**src/rtl/qspi_mem_arbiter.sv**
```systemverilog
// Arbitrates the TinyQV fetch and load/store ports onto one QSPI controller, one transaction at a time.
// Define QSPI_ARB_RR_EN for round-robin arbitration; otherwise data has fixed priority.
module qspi_mem_arbiter #(
    parameter int unsigned ADDR_W         = 25,
    parameter int unsigned TIMEOUT_CYCLES = 255
) (
    input  logic              clk,
    input  logic              rst,
    input  logic              instr_req,
    input  logic [ADDR_W-1:0] instr_addr,
    input  logic              instr_stop,
    output logic              instr_ack,
    output logic              instr_err,
    output logic [31:0]       instr_rdata,
    input  logic              data_req,
    input  logic [ADDR_W-1:0] data_addr,
    input  logic              data_we,
    input  logic [1:0]        data_len,
    input  logic [31:0]       data_wdata,
    output logic              data_ack,
    output logic              data_err,
    output logic [31:0]       data_rdata,
    output logic              mem_start,
    output logic [1:0]        mem_sel,
    output logic [23:0]       mem_addr,
    output logic              mem_write,
    output logic [1:0]        mem_len,
    output logic [31:0]       mem_wdata,
    output logic              mem_stop,
    input  logic              mem_busy,
    input  logic              mem_done,
    input  logic [31:0]       mem_rdata
);

    typedef enum logic [1:0] {
        IDLE  = 2'd0,
        BUSY  = 2'd1,
        DRAIN = 2'd2
    } state_t;

    localparam logic [7:0] TO_LAST = 8'(TIMEOUT_CYCLES - 1);

    state_t            state;
    logic [7:0]        cnt;
    logic              owner_instr;
    logic              err_flag;
`ifdef QSPI_ARB_RR_EN
    logic              last_instr;
`endif

    logic              instr_ok;
    logic              data_ok;
    logic              grant_instr;
    logic              grant_data;
    logic              flash_store;
    logic [ADDR_W-1:0] sel_addr;
    logic [1:0]        dec_sel;
    logic [23:0]       dec_addr;

    // A port whose ack/err is pulsing this cycle is still holding its request; do not re-serve it.
    always_comb begin
        instr_ok    = instr_req & ~instr_stop & ~instr_ack & ~instr_err;
        data_ok     = data_req & ~data_ack;
        grant_instr = 1'b0;
        grant_data  = 1'b0;
        if (data_ok && instr_ok) begin
`ifdef QSPI_ARB_RR_EN
            grant_instr = ~last_instr;
            grant_data  = last_instr;
`else
            grant_data  = 1'b1;
`endif
        end else begin
            grant_instr = instr_ok;
            grant_data  = data_ok;
        end

        sel_addr    = grant_data ? data_addr : instr_addr;
        dec_sel     = sel_addr[ADDR_W-1] ? (sel_addr[ADDR_W-2] ? 2'd2 : 2'd1) : 2'd0;
        dec_addr    = sel_addr[ADDR_W-1] ? {1'b0, sel_addr[22:0]} : sel_addr[23:0];
        flash_store = grant_data & data_we & ~data_addr[ADDR_W-1];
    end

    always_ff @(posedge clk or posedge rst) begin
        if (rst) begin
            state       <= IDLE;
            cnt         <= '0;
            owner_instr <= 1'b0;
            err_flag    <= 1'b0;
`ifdef QSPI_ARB_RR_EN
            last_instr  <= 1'b0;
`endif
            instr_ack   <= 1'b0;
            instr_err   <= 1'b0;
            instr_rdata <= '0;
            data_ack    <= 1'b0;
            data_err    <= 1'b0;
            data_rdata  <= '0;
            mem_start   <= 1'b0;
            mem_sel     <= '0;
            mem_addr    <= '0;
            mem_write   <= 1'b0;
            mem_len     <= '0;
            mem_wdata   <= '0;
            mem_stop    <= 1'b0;
        end else begin
            mem_start <= 1'b0;
            mem_stop  <= 1'b0;
            instr_ack <= 1'b0;
            instr_err <= 1'b0;
            data_ack  <= 1'b0;
            data_err  <= 1'b0;

            case (state)
                IDLE: begin
`ifdef QSPI_ARB_RR_EN
                    if (grant_instr || grant_data)
                        last_instr <= grant_instr;
`endif
                    if (flash_store) begin
                        data_ack <= 1'b1;
                        data_err <= 1'b1;
                    end else if (grant_instr || grant_data) begin
                        mem_start   <= 1'b1;
                        mem_sel     <= dec_sel;
                        mem_addr    <= dec_addr;
                        mem_write   <= grant_data & data_we;
                        mem_len     <= grant_data ? data_len : 2'd3;
                        mem_wdata   <= grant_data ? data_wdata : '0;
                        owner_instr <= grant_instr;
                        cnt         <= '0;
                        err_flag    <= 1'b0;
                        state       <= BUSY;
                    end
                end

                BUSY: begin
                    if (mem_done) begin
                        if (owner_instr) begin
                            instr_ack   <= 1'b1;
                            instr_rdata <= mem_rdata;
                        end else begin
                            data_ack    <= 1'b1;
                            data_rdata  <= mem_rdata;
                        end
                        state <= IDLE;
                    end else if (owner_instr && instr_stop) begin
                        mem_stop <= 1'b1;
                        err_flag <= 1'b0;
                        state    <= DRAIN;
                    end else if (cnt == TO_LAST) begin
                        mem_stop <= 1'b1;
                        err_flag <= 1'b1;
                        state    <= DRAIN;
                    end else begin
                        cnt <= cnt + 8'd1;
                    end
                end

                DRAIN: begin
                    // Late mem_done pulses are dropped; leave only once the controller is quiet.
                    if (!mem_busy && !mem_done) begin
                        state <= IDLE;
                        if (err_flag) begin
                            if (owner_instr) begin
                                instr_err <= 1'b1;
                            end else begin
                                data_ack <= 1'b1;
                                data_err <= 1'b1;
                            end
                        end
                    end
                end

                default: state <= IDLE;
            endcase
        end
    end

endmodule

```
**config.mk**
```make
export PLATFORM = sky130hd
export DESIGN_NAME = qspi_mem_arbiter
export DESIGN_NICKNAME = d
export VERILOG_FILES = /design/src/rtl/qspi_mem_arbiter.sv
export SDC_FILE = /design/constraint.sdc
export NUM_CORES = 1
export LEC_CHECK = 0
export CAP_MARGIN = 20
export CORE_ASPECT_RATIO = 1.25
export CORE_UTILIZATION = 46
export DETAILED_ROUTE_END_ITERATION = 8
export PLACE_DENSITY = 0.84
export SYNTH_ARGS = -nofsm -noshare
export SYNTH_HDL_FRONTEND = slang
export SYNTH_SLANG_ARGS = --single-unit
export TNS_END_PERCENT = 10
```
**constraint.sdc**
```tcl
create_clock -name clk -period 10.4 [get_ports clk]
set_input_delay 2.08 -clock clk [delete_from_list [all_inputs] [get_ports clk]]
set_output_delay 2.08 -clock clk [all_outputs]
set_load 0.01 [all_outputs]
```
# Word level (Yosys, flattened, before mapping)
# Index checks and enable logic that the tools add are counted.
dict set report op_classes {
  n_addsub 1
  multipliers 0
  div_mod_pow 0
  n_lt_le_gt_ge 0
  eq_ne 11
  shift 0
  mux 47
  bitwise 13
  n_reduce_logical 14
}
# cell n
set op_table {}
lappend op_table {{8-bit 2-to-1 mux} 5}
lappend op_table {{32-bit 2-to-1 mux} 1}
lappend op_table {{1-bit 2-to-1 mux} 25}
lappend op_table {{25-bit 2-to-1 mux} 1}
lappend op_table {{24-bit 2-to-1 mux} 1}
lappend op_table {{2-bit 2-to-1 mux} 9}
lappend op_table {{8-bit case mux with 2 select lines} 1}
lappend op_table {{2-bit inequality test, second input constant} 6}
lappend op_table {{3-bit AND reduction} 3}
lappend op_table {{8-bit by 1-bit adder with 8-bit output, second input constant} 1}
lappend op_table {{8-bit == test, second input constant} 1}
lappend op_table {{1-bit NOT} 7}
lappend op_table {{1-bit bitwise AND} 6}
lappend op_table {{2-bit case mux with 3 select lines} 1}
lappend op_table {{6-bit AND reduction} 1}
lappend op_table {{5-bit AND reduction} 1}
lappend op_table {{4-bit inequality test, second input constant} 1}
lappend op_table {{1-bit case mux with 2 select lines} 2}
lappend op_table {{4-bit AND reduction} 1}
lappend op_table {{1-bit logical AND} 3}
lappend op_table {{3-bit inequality test, second input constant} 1}
lappend op_table {{1-bit case mux with 3 select lines} 1}
lappend op_table {{2-bit by 1-bit == test with 1-bit output, second input constant} 1}
lappend op_table {{2-bit == test, second input constant} 1}
lappend op_table {{other kinds (4)} 5}
dict set report totals {
  regBits 143
  latchBits 0
  mem_bits_rw 0
  romBits 0
  output_inout_bits 131
  elab_cells 103
  mem_count 0
}

# Depth between registers and ports, before layout
dict set report depth {
  depth_word 10
  ltp_mapped 7
  ltp_nobuf 6
}

# Worst setup path after synthesis
# No wires, ideal clock.
dict set report synth_timing {
  path_kind {input to register}
  startpoint {in instr_stop}
  endpoint {reg cnt[7]}
  setup_ns 0.124
  arrival_ns 3.026
  path_slack_ns 7.250
  stages 6
  path_buffers 2
  cell_sequence {nor4b_4 -> o211ai_2 -> buf_6 -> buf_6 -> a22oi_1 -> o21bai_1}
}
dict set report synth_via {
  elab_chain_len 10
  word_cells_on_any_way 15
  cone_classes {eq/ne: 3; mux: 2; bitwise: 6; reduce/logical: 4}
}
# element line
set synth_lines {}
lappend synth_lines {{from (decl)} 11} ;# input logic instr_stop,
lappend synth_lines {{1-bit NOT} 62} ;# instr_ok = instr_req & ~instr_stop & ~instr_ack & ~instr_err;
lappend synth_lines {{1-bit bitwise AND (3 in series)} 62}
lappend synth_lines {{1-bit logical AND} 66} ;# if (data_ok && instr_ok) begin
lappend synth_lines {{1-bit 2-to-1 mux} 66}
lappend synth_lines {{1-bit bitwise AND (2 in series)} 81} ;# flash_store = grant_data & data_we & ~data_addr[ADDR_W-1];
lappend synth_lines {{2-bit inequality test (no source line)} n/a}
lappend synth_lines {{6-bit AND reduction (no source line) *} n/a}
lappend synth_lines {{to (signal assigned)} 156} ;# cnt <= cnt + 8'd1;
lappend synth_lines {{to (decl)} 44} ;# logic [7:0] cnt;
# Mark *: on every way between the ends. The rest lies on a longest branch, timed or not.
# A chain may end at the register's enable or synchronous reset.

# Final worst setup path
dict set report layout_timing {
  startpoint {in data_addr[24]}
  endpoint {reg err_flag}
}
dict set report layout_via {
  elab_chain_len 4
}
# element line
set layout_lines {}
lappend layout_lines {{from (decl)} 16} ;# input logic [ADDR_W-1:0] data_addr,
lappend layout_lines {{1-bit NOT} 81}
lappend layout_lines {{1-bit bitwise AND} 81}
lappend layout_lines {{2-bit inequality test (no source line)} n/a}
lappend layout_lines {{5-bit AND reduction (no source line)} n/a}
lappend layout_lines {{to (signal assigned)} 89} ;# err_flag <= 1'b0;
lappend layout_lines {{to (signal assigned)} 132} ;# err_flag <= 1'b0;
lappend layout_lines {{to (signal assigned)} 149} ;# err_flag <= 1'b0;
lappend layout_lines {{to (decl)} 46} ;# logic err_flag;
# No other way between the ends.

==> reports/qor.txt <==
Status - finished, final reports clean
FP Rows - 45
Crit Path Max Fanout - 86
Largest area contributor in the netlist - dfrtp_1
Layout cells sized above 1 - 0.160
Diode count - 0
Setup Fix Bufs, Post-CTS - 0
Most Crowded Layer GR - met2
Fin. max-slew vios - 0
Pre-Repair DR Iteration Count - 4
Asr flop ratio synth - 1.00
FMAX - 257 MHz
Post-Route WL - 16.1 mm
Area after DPL - 8510 um^2
Root Driver - clkbuf_16
M1 GR Usage - 0.273
Share of total power in sequential cells - 0.343
Max IR drop VDD - 0.183 mV
Slew HR - 0.277
Clock Sinks - 143
Synth top area cells - dfrtp_1 (61%), mux2_4 (7.4%), mux2_2 (6.7%)
Worst path slowest cell - buf_4
Hpwl dp - 11.2 mm
Initial Util - 0.478
GR Overflow Total - 0
Drt wl/cell - 18.9 um
Die Y - 128 um
Skew final - 0.00663 ns
Crit start category - input port
Synth Net Count - 549
Most frequent cells in the layout - clkdlybuf4s50_1 (254), dfrtp_1 (143), mux2_2 (35)
Power Dens Cells - 304 nW/um^2
Mapped Area - 5890 um^2
Number of nets with antenna violations after routing - 0
Synth top area share - 0.608
CTS tree - done
Area growth syn-to-layout - 55.6%
GRT met3 Usage - 0.114
DR vias - 4468
Resized cells post-CTS - 0
Num ports - 255
Tcrit/Tclk final - 0.374
# port buffers - 254
WP data arrival - 4.23 ns
Worst Path Required - 10.75 ns
Power share of the clock group - 0.229
Yosys cell types - 47
Hold_buf cts - 0
Register-to-register setup slack - 8.19 ns
CP startpoint - data_addr[24]
Crit Path Class - in2reg
R2R Path Start - state[0]
Skew-Pair Late Insertion Delay - 0.41 ns
Comb pwr share - 0.428
Crit-path leading delay family - buffers and inverters
#FFs+latches synth - 143
Minimum clock period - 3.89 ns
Synth Instances - 423
Commonest non-fill, non-tap cell in the layout - clkdlybuf4s50_1
Total Routing Usage GR - 0.248
Core Region - 12300 um^2
Final Hold Vio Count - 0
Largest net degree at the start of global routing - 87
P_sw - 0.865 mW
Worst-Margin Slew - 1.09 ns
Synth Flop Type - dfrtp_1
Grt met2 use - 0.402
Die width - 103 um
Vias per inst - 5.24
Final GP Congestion - 0.871
Setup violators final - 0
Yosys warning count - 0
P_int - 1.92 mW
DIE AREA - 13300 um^2
CTS buffer count - 17
Remaining DRCs - 0
Number of enable-type register cells in the synthesized netlist - 0
Crit path buf inv count - 3
H-tree depth - 4
Iter 0 DRT Violations - 247
Unrepaired setup endpoints after global routing - false
Sequential element share of the synthesized area - 0.608
Avg Cell Area, Syn - 13.9 um^2
CP peak stage delay - 0.68 ns
Clk slew on worst S/H paths - 0.06 ns
Vias in the first global route - 4694
Worst path cell trace - clkdlybuf4s50_1 -> nand4bb_1 -> o211ai_4 -> buf_4 -> inv_2 -> o21bai_1 -> a32o_1
Leak Pwr - 4.04 nW
Final Cell Area - 9160 um^2
CP endpoint kind - register
Setup TNS - 0 ns
MaxCap Viol Count - 0
Nets - 802
Max clock buf depth - 2
Hold wc startpoint - mem_addr[6]
Fill cells - 798
First-pass GRT wire length - 24.5 mm
Initial antenna violation count - 0
Hold crit path type - reg2reg
Switching Share - 0.310
[worst paths after layout]
| check | end | depth (start not counted) |
|---|---|---|
| max in group asynchronous | instr_rdata[20] | 4 |
| worst max register to register | data_rdata[14] | 3 |
| min in group asynchronous | mem_wdata[27] | 2 |
| worst min-delay path | mem_addr[6] | 2 |
| worst min register to register | mem_addr[6] | 2 |
| worst max-delay path | err_flag | 7 |
[registers in the layout (all words and copies together), names as in the netlist, 2 cells and up]
register and count:
data_rdata 32, instr_rdata 32, mem_wdata 32, mem_addr 24, cnt 8, mem_len 2, mem_sel 2, state 2
[metal layers]
layer | part of all wire | vias to the layer above
met3 | 0.11 | 49
met5 | 0 | -
li1 | - | 2019
met4 | 0.041 | 0
met1 | 0.37 | 2181
met2 | 0.47 | 219
[final cells by class]
class / count / area [um^2] / share of cell area
Clock buffer: 19 / 443 / 0.0484
Clock inverter: 12 / 184 / 0.0201
Inverter: 11 / 46.3 / 0.00505
Multi-Input combinational cell: 244 / 2100 / 0.230
Sequential cell: 143 / 3580 / 0.391
Tap cell: 164 / 205 / 0.0224
Timing Repair Buffer: 259 / 2600 / 0.284
[synth_stat cells, drive strengths merged, types with 3 or more instances]
cell type,number
nand3,8
a21oi,6
mux2,64
mux2i,25
a22o,33
buf,23
inv,11
and3,3
nand2b,5
nand2,31
o21bai,3
nor2,5
dfrtp,143
o21ai,30
[worst min-delay path, delay by kind of cell, from the launching register on]
| kind | cells | cell delay (ns) |
|---|---|---|
| AO/OA/AOI/OAI | 1 | 0.06 |
| AND/OR/NAND/NOR | 1 | 0.04 |
| flip-flops | 1 | 0.33 |
[power by group through the flow]
stage	Sequential (mW)	Clock, mW	Combinational (mW)
floorplan	1.05	0	0.458
global placement	0.943	0	1.16
detailed placement	0.957	0	1.19
CTS	0.956	0.650	1.20
global route	0.982	0.676	1.27
finish	0.956	0.639	1.19
[cells by family after synthesis]
logic type                 count (synthesis)  synth area share
DFF                                      143             0.608
buffers and inverters                     36            0.0368
AOI/OAI and AO/OA                         86             0.106
muxes                                     89             0.183
adders and majority gates                  2           0.00425
and+or+nand+nor                           67            0.0616
[metrics by stage]
step / util / hold WS, ns / setup slack (ns) / power, mW / std cells
after floorplan: - / 0.466 / 4.48 / 1.51 / 423
after global placement: 0.690 / 0.463 / 6.19 / 2.11 / 820
after detailed placement: 0.690 / 0.472 / 6.14 / 2.14 / 820
after CTS: 0.741 / 0.484 / 6.54 / 2.81 / 851
after global routing: 0.743 / 0.501 / 6.33 / 2.93 / 852
final: 0.743 / 0.479 / 6.51 / 2.79 / 852
Power figures use the tool's default switching activity.
